**src/rtl/logic_gate_pkg.sv**
```systemverilog
// Shared constants, FSM state type and golden gate function
// for the logic_gates self-test sequencer.
package logic_gate_pkg;

  localparam int GATE_AND  = 0;
  localparam int GATE_OR   = 1;
  localparam int GATE_NOT  = 2;
  localparam int GATE_NAND = 3;
  localparam int GATE_NOR  = 4;
  localparam int GATE_XOR  = 5;
  localparam int GATE_XNOR = 6;

  localparam int NUM_GATES   = 7;
  localparam int NUM_VECTORS = 4;

  typedef enum logic [1:0] {
    IDLE = 2'd0,
    RUN  = 2'd1,
    DONE = 2'd2
  } state_e;

  function automatic logic [NUM_GATES-1:0] gate_expected(
    input logic a,
    input logic b
  );
    logic [NUM_GATES-1:0] e;
    e            = '0;
    e[GATE_AND]  = a & b;
    e[GATE_OR]   = a | b;
    e[GATE_NOT]  = ~a;
    e[GATE_NAND] = ~(a & b);
    e[GATE_NOR]  = ~(a | b);
    e[GATE_XOR]  = a ^ b;
    e[GATE_XNOR] = ~(a ^ b);
    return e;
  endfunction

endpackage

```
**src/rtl/logic_gate_bist_golden.sv**
```systemverilog
// Combinational expected-value model of the seven gates
// for the vector currently driven on a/b.
module logic_gate_golden
  import logic_gate_pkg::*;
(
  input  logic                 a_i,
  input  logic                 b_i,
  output logic [NUM_GATES-1:0] expected_o
);

  assign expected_o = gate_expected(a_i, b_i);

endmodule

```
**src/rtl/logic_gate_bist.sv**
```systemverilog
// Start/done-controlled self-test: walks {a,b} through all four
// vectors, samples the gate outputs and accumulates pass/fail.
module logic_gate_bist
  import logic_gate_pkg::*;
#(
  parameter int HOLD_CYCLES = 4,
  parameter int CNT_W       = 8
) (
  input  logic                 clk,
  input  logic                 rst,
  input  logic                 start,
  output logic                 a,
  output logic                 b,
  input  logic [NUM_GATES-1:0] gates_in,
  output logic                 busy,
  output logic                 done,
  output logic                 pass,
  output logic [3:0]           fail_vec,
  output logic [2:0]           fail_count,
  output logic [NUM_GATES-1:0] err_mask
);

  localparam logic [CNT_W-1:0] LAST = CNT_W'(HOLD_CYCLES - 1);

  state_e               state_q, state_d;
  logic [1:0]           vec_q, vec_d;
  logic [CNT_W-1:0]     cnt_q, cnt_d;
  logic                 pass_q, pass_d;
  logic [3:0]           fvec_q, fvec_d;
  logic [2:0]           fcnt_q, fcnt_d;
  logic [NUM_GATES-1:0] emask_q, emask_d;
  logic [NUM_GATES-1:0] expected;
  logic [NUM_GATES-1:0] mismatch;

  logic_gate_golden u_golden (
    .a_i        (vec_q[1]),
    .b_i        (vec_q[0]),
    .expected_o (expected)
  );

  assign mismatch = gates_in ^ expected;

  always_comb begin
    state_d = state_q;
    vec_d   = vec_q;
    cnt_d   = cnt_q;
    pass_d  = pass_q;
    fvec_d  = fvec_q;
    fcnt_d  = fcnt_q;
    emask_d = emask_q;
    unique case (state_q)
      IDLE: begin
        if (start) begin
          state_d = RUN;
          vec_d   = 2'd0;
          cnt_d   = '0;
          pass_d  = 1'b0;
          fvec_d  = '0;
          fcnt_d  = '0;
          emask_d = '0;
        end
      end
      RUN: begin
        if (cnt_q == LAST) begin
          cnt_d   = '0;
          emask_d = emask_q | mismatch;
          if (|mismatch) begin
            fvec_d[vec_q] = 1'b1;
            fcnt_d        = fcnt_q + 3'd1;
          end
          if (vec_q == 2'd3) begin
            state_d = DONE;
            vec_d   = 2'd0;
            pass_d  = (fcnt_d == 3'd0);
          end else begin
            vec_d = vec_q + 2'd1;
          end
        end else begin
          cnt_d = cnt_q + CNT_W'(1);
        end
      end
      DONE: state_d = IDLE;
      default: state_d = IDLE;
    endcase
  end

  always_ff @(posedge clk) begin
    if (rst) begin
      state_q <= IDLE;
      vec_q   <= '0;
      cnt_q   <= '0;
      pass_q  <= 1'b0;
      fvec_q  <= '0;
      fcnt_q  <= '0;
      emask_q <= '0;
    end else begin
      state_q <= state_d;
      vec_q   <= vec_d;
      cnt_q   <= cnt_d;
      pass_q  <= pass_d;
      fvec_q  <= fvec_d;
      fcnt_q  <= fcnt_d;
      emask_q <= emask_d;
    end
  end

  // a/b come straight from the vector register
  assign a          = vec_q[1];
  assign b          = vec_q[0];
  assign busy       = (state_q == RUN);
  assign done       = (state_q == DONE);
  assign pass       = pass_q;
  assign fail_vec   = fvec_q;
  assign fail_count = fcnt_q;
  assign err_mask   = emask_q;

endmodule

```
**config.mk**
```make
export PLATFORM = sky130hd
export DESIGN_NAME = logic_gate_bist
export DESIGN_NICKNAME = d
export VERILOG_FILES = /design/src/rtl/logic_gate_pkg.sv /design/src/rtl/logic_gate_bist_golden.sv /design/src/rtl/logic_gate_bist.sv
export SDC_FILE = /design/constraint.sdc
export NUM_CORES = 1
export LEC_CHECK = 0
export BUFFER_PORTS_ARGS = -buffer_cell sky130_fd_sc_hd__buf_4
export CAP_MARGIN = 40
export CORE_ASPECT_RATIO = 1.4
export CORE_MARGIN = 2
export CORE_UTILIZATION = 48
export DETAILED_ROUTE_END_ITERATION = 7
export GPL_ROUTABILITY_DRIVEN = 1
export PLACE_DENSITY = 0.71
export SYNTH_ARGS = -nofsm -noshare
export SYNTH_HDL_FRONTEND = slang
export SYNTH_SLANG_ARGS = --single-unit
export TNS_END_PERCENT = 1
```
**constraint.sdc**
```tcl
create_clock -name clk -period 1.9 [get_ports clk]
set_clock_uncertainty 0.1 [all_clocks]
set_input_delay 0.38 -clock clk [delete_from_list [all_inputs] [get_ports clk]]
set_output_delay 0.38 -clock clk [all_outputs]
set_load 0.01 [all_outputs]
```
==> impl_metrics.ini <==
[sta]
rsz0062_at_grt = yes
period_needed_ns = 1.88
setup_tns_ns = 0
finalHoldViolations = 0
post-route-period-util_pct = 99.2
max_freq_mhz = 531
tightest_slew_ns = 0.624
slew_headroom_pct = 58.3
setup_viol = 0
drv_slew = 0

[cells_and_area]
nFillCells = 240
regArea_um2 = 551
multi_input_area_um2 = 910
drive_gt1_share_pct = 33.5
final_util_pct = 67.6
syn_to_final_growth_pct = 34.5
num_antenna_cells = 0
nets = 226
instances_no_fill = 246

[global_route]
antenna_found_initial = 0
globalRouteOverflowTotal = 0
grt_usage_pct = 22.7
grt_max_degree = 19
grt_pass1_wl_um = 5910
grt_pass1_vias = 1364

[yosys]
syn_area_um2 = 1430
async_flop_share_pct = 0
yosys.cell_types.count = 47
synth_seq_cells = 27
synth_warnings = 0
synth-edff-count = 0
synthesis.nets = 181
syn_area_per_cell_um2 = 8.68
ys.flop_type = dfxtp_1
syn_inst = 165
synth_seq_area_share_pct = 37.7

[critical_path]
startpoint_type = flip-flop
r2r_slack_ns = 0.02
arrival_ns = 1.99
crit_required_ns = 2.01
reg2regPathDepth = 6
rr_startpoint = cnt_q[1]$_SDFFE_PP0P_
r2r_end = fail_count[0]$_SDFFE_PP0P_
worstSetupPathType = reg -> reg
path_max_fanout = 5
endpoint_kind = flip-flop

[place]
dp.cells = 241
port_buffers = 28
hpwl_um = 2750
gp_congestion = 0.852

[die]
rows = 23
dieWidth_um = 50.2
dieArea_um2 = 3440
initial_core_util_pct = 50.3
core-area_um2 = 2850
ios = 29
die_y_um = 68.6

[clock_tree]
clkSlewWorstSetupHoldPaths_ns = 0.10
htreeDepth = 1
postCtsHoldBufs = 0
numClockSinks = 27
cts_tree = yes
clockRootBuffer = clkbuf_8
cts_buffer_depth = 2
cts-buffers-inserted = 3
clock_latency_ns = 0.27

[status]
status = finished, final reports clean

[min_path]
min_from = rst
hold_end = vec_q[0]$_SDFFE_PP0P_
whs_path_depth = 2
hold_class = in -> reg

[routing]
drt_iter0_markers = 51
viasPerCell = 5.68
drtAntennaViolNets = 0
vias = 1397
route.detailed.drc = 0
wire_per_inst_um = 14.9
first_pass_iters = 4
drt-total-wl_um = 3650

[job]
maxCapViolCount = 0

[power_and_ir_drop]
vdd_drop_max_v = 0.000416
leakagePower_nw = 0.788
powerDensity_nw_per_um2 = 625
[critical path: stages (launching register included)]
cell and delay, ns:
dfxtp_2 0.36, ha_4 0.14, or4b_4 0.50, nor4_4 0.30
buf_4 0.19, o21ai_2 0.07, a22oi_1 0.17
[report_power, final]
group / switching, mW / leakage, nW / internal [mW] / total (mW)
Clock: 0.184 / 0.0228 / 0.150 / 0.334
Sequential: 0.0216 / 0.222 / 0.591 / 0.612
Combinational: 0.139 / 0.543 / 0.118 / 0.257
[cell usage in the layout, fill, tap and decap left out, drive strengths merged, types with 3 or more instances in the layout]
cell,count
a31oi,10
clkbuf,4
nand2b,4
buf,46
nand3,3
xor2,8
xnor2,4
nand4,8
dfxtp,27
ha,6
nand2,12
o21ai,10
and3,3
inv,8
a21oi,4
nor2,16
nor3,3
[metal layers]
metal	GRT usage (%)	up-vias	routed length (µm)
met2	44.7	37	2020
met3	2.59	8	129
met1	23.9	658	1450
met5	0	-	0
met4	10.1	0	58
li1	-	694	-
[synth_stat cells, types with 2 or more instances]
master | n | share of area (%)
o21ai_0 | 2 | 0.70
o2111ai_1 | 2 | 1.2
and3b_1 | 2 | 1.2
nand4_1 | 8 | 3.5
nand3_1 | 3 | 1.0
a211oi_1 | 2 | 1.0
o21ai_1 | 6 | 2.1
nor3_1 | 3 | 1.0
dfxtp_1 | 27 | 38
xor2_1 | 8 | 4.9
o221ai_1 | 2 | 1.2
xnor2_1 | 4 | 2.4
a311oi_1 | 2 | 1.2
nor2_1 | 16 | 4.2
inv_1 | 8 | 2.1
nand2_1 | 12 | 3.1
ha_1 | 6 | 5.2
a22oi_1 | 2 | 1.0
nand2b_1 | 4 | 1.7
nor3b_1 | 2 | 1.0
and3_1 | 3 | 1.3
a21oi_1 | 3 | 1.0
o21ai_2 | 2 | 1.2
a31oi_1 | 10 | 4.4
clkbuf_1 | 4 | 1.0
[kinds of logic after synthesis]
logic type      count (synthesis)  share of synthesized area [%]
xor+xnor                       12                           7.34
flops                          27                           37.7
fa+ha+maj                       6                           5.24
simple gates                   63                           24.8
mux                             1                          0.699
buf+inv                        14                           4.02
compound gates                 42                           20.2
[repair_timing]
| action | CTS | global route |
|---|---|---|
| endpoints found under the setup margin | 8 | 12 |
| pin swaps | 1 | 5 |
| buffers inserted | 0 | 1 |
| resized for setup | 2 | 13 |
[sequential cells by signal, indices dropped and copies added, names as in the netlist]
signal and cells:
vec_q 2, fail_vec 4, fail_count 3, pass 1
state_q 2, cnt_q 8, err_mask 7
[stage by stage]
step | hold slack, ns | instance area, µm² | total power [mW] | setup WS [ns]
6_report | 0.256 | 1930 | 1.20 | 0.0160
5_1_grt | 0.272 | 1930 | 1.25 | -0.0297
4_1_cts | 0.241 | 1860 | 1.20 | 0.0114
3_5_place_dp | 0.342 | 1810 | 0.869 | -0.0204
3_3_place_gp | 0.338 | 1810 | 0.860 | 0.0392
2_1_floorplan | 0.366 | 1460 | 0.769 | 0.0114
[final cells by class]
| class | instances | share of cell area, % |
|---|---|---|
| multi-input combinational | 124 | 47.2 |
| inverter | 8 | 1.56 |
| tap | 37 | 2.40 |
| clock buffer | 4 | 2.34 |
| sequential | 27 | 28.6 |
| timing repair buffer | 46 | 17.9 |
[worst max-delay path by stage]
stage                               start                         end  depth (start not counted)
floorplan           vec_q[1]$_SDFFE_PP0P_  fail_count[2]$_SDFFE_PP0P_                          6
global placement    cnt_q[0]$_SDFFE_PP0P_  fail_count[0]$_SDFFE_PP0P_                          5
detailed placement  vec_q[0]$_SDFFE_PP0P_    fail_vec[2]$_SDFFE_PP0P_                          6
CTS                 vec_q[1]$_SDFFE_PP0P_  fail_count[2]$_SDFFE_PP0P_                          6
global route        cnt_q[1]$_SDFFE_PP0P_  fail_count[0]$_SDFFE_PP0P_                          6
finish              cnt_q[1]$_SDFFE_PP0P_  fail_count[0]$_SDFFE_PP0P_                          6
(Power assumes the default switching activity.)
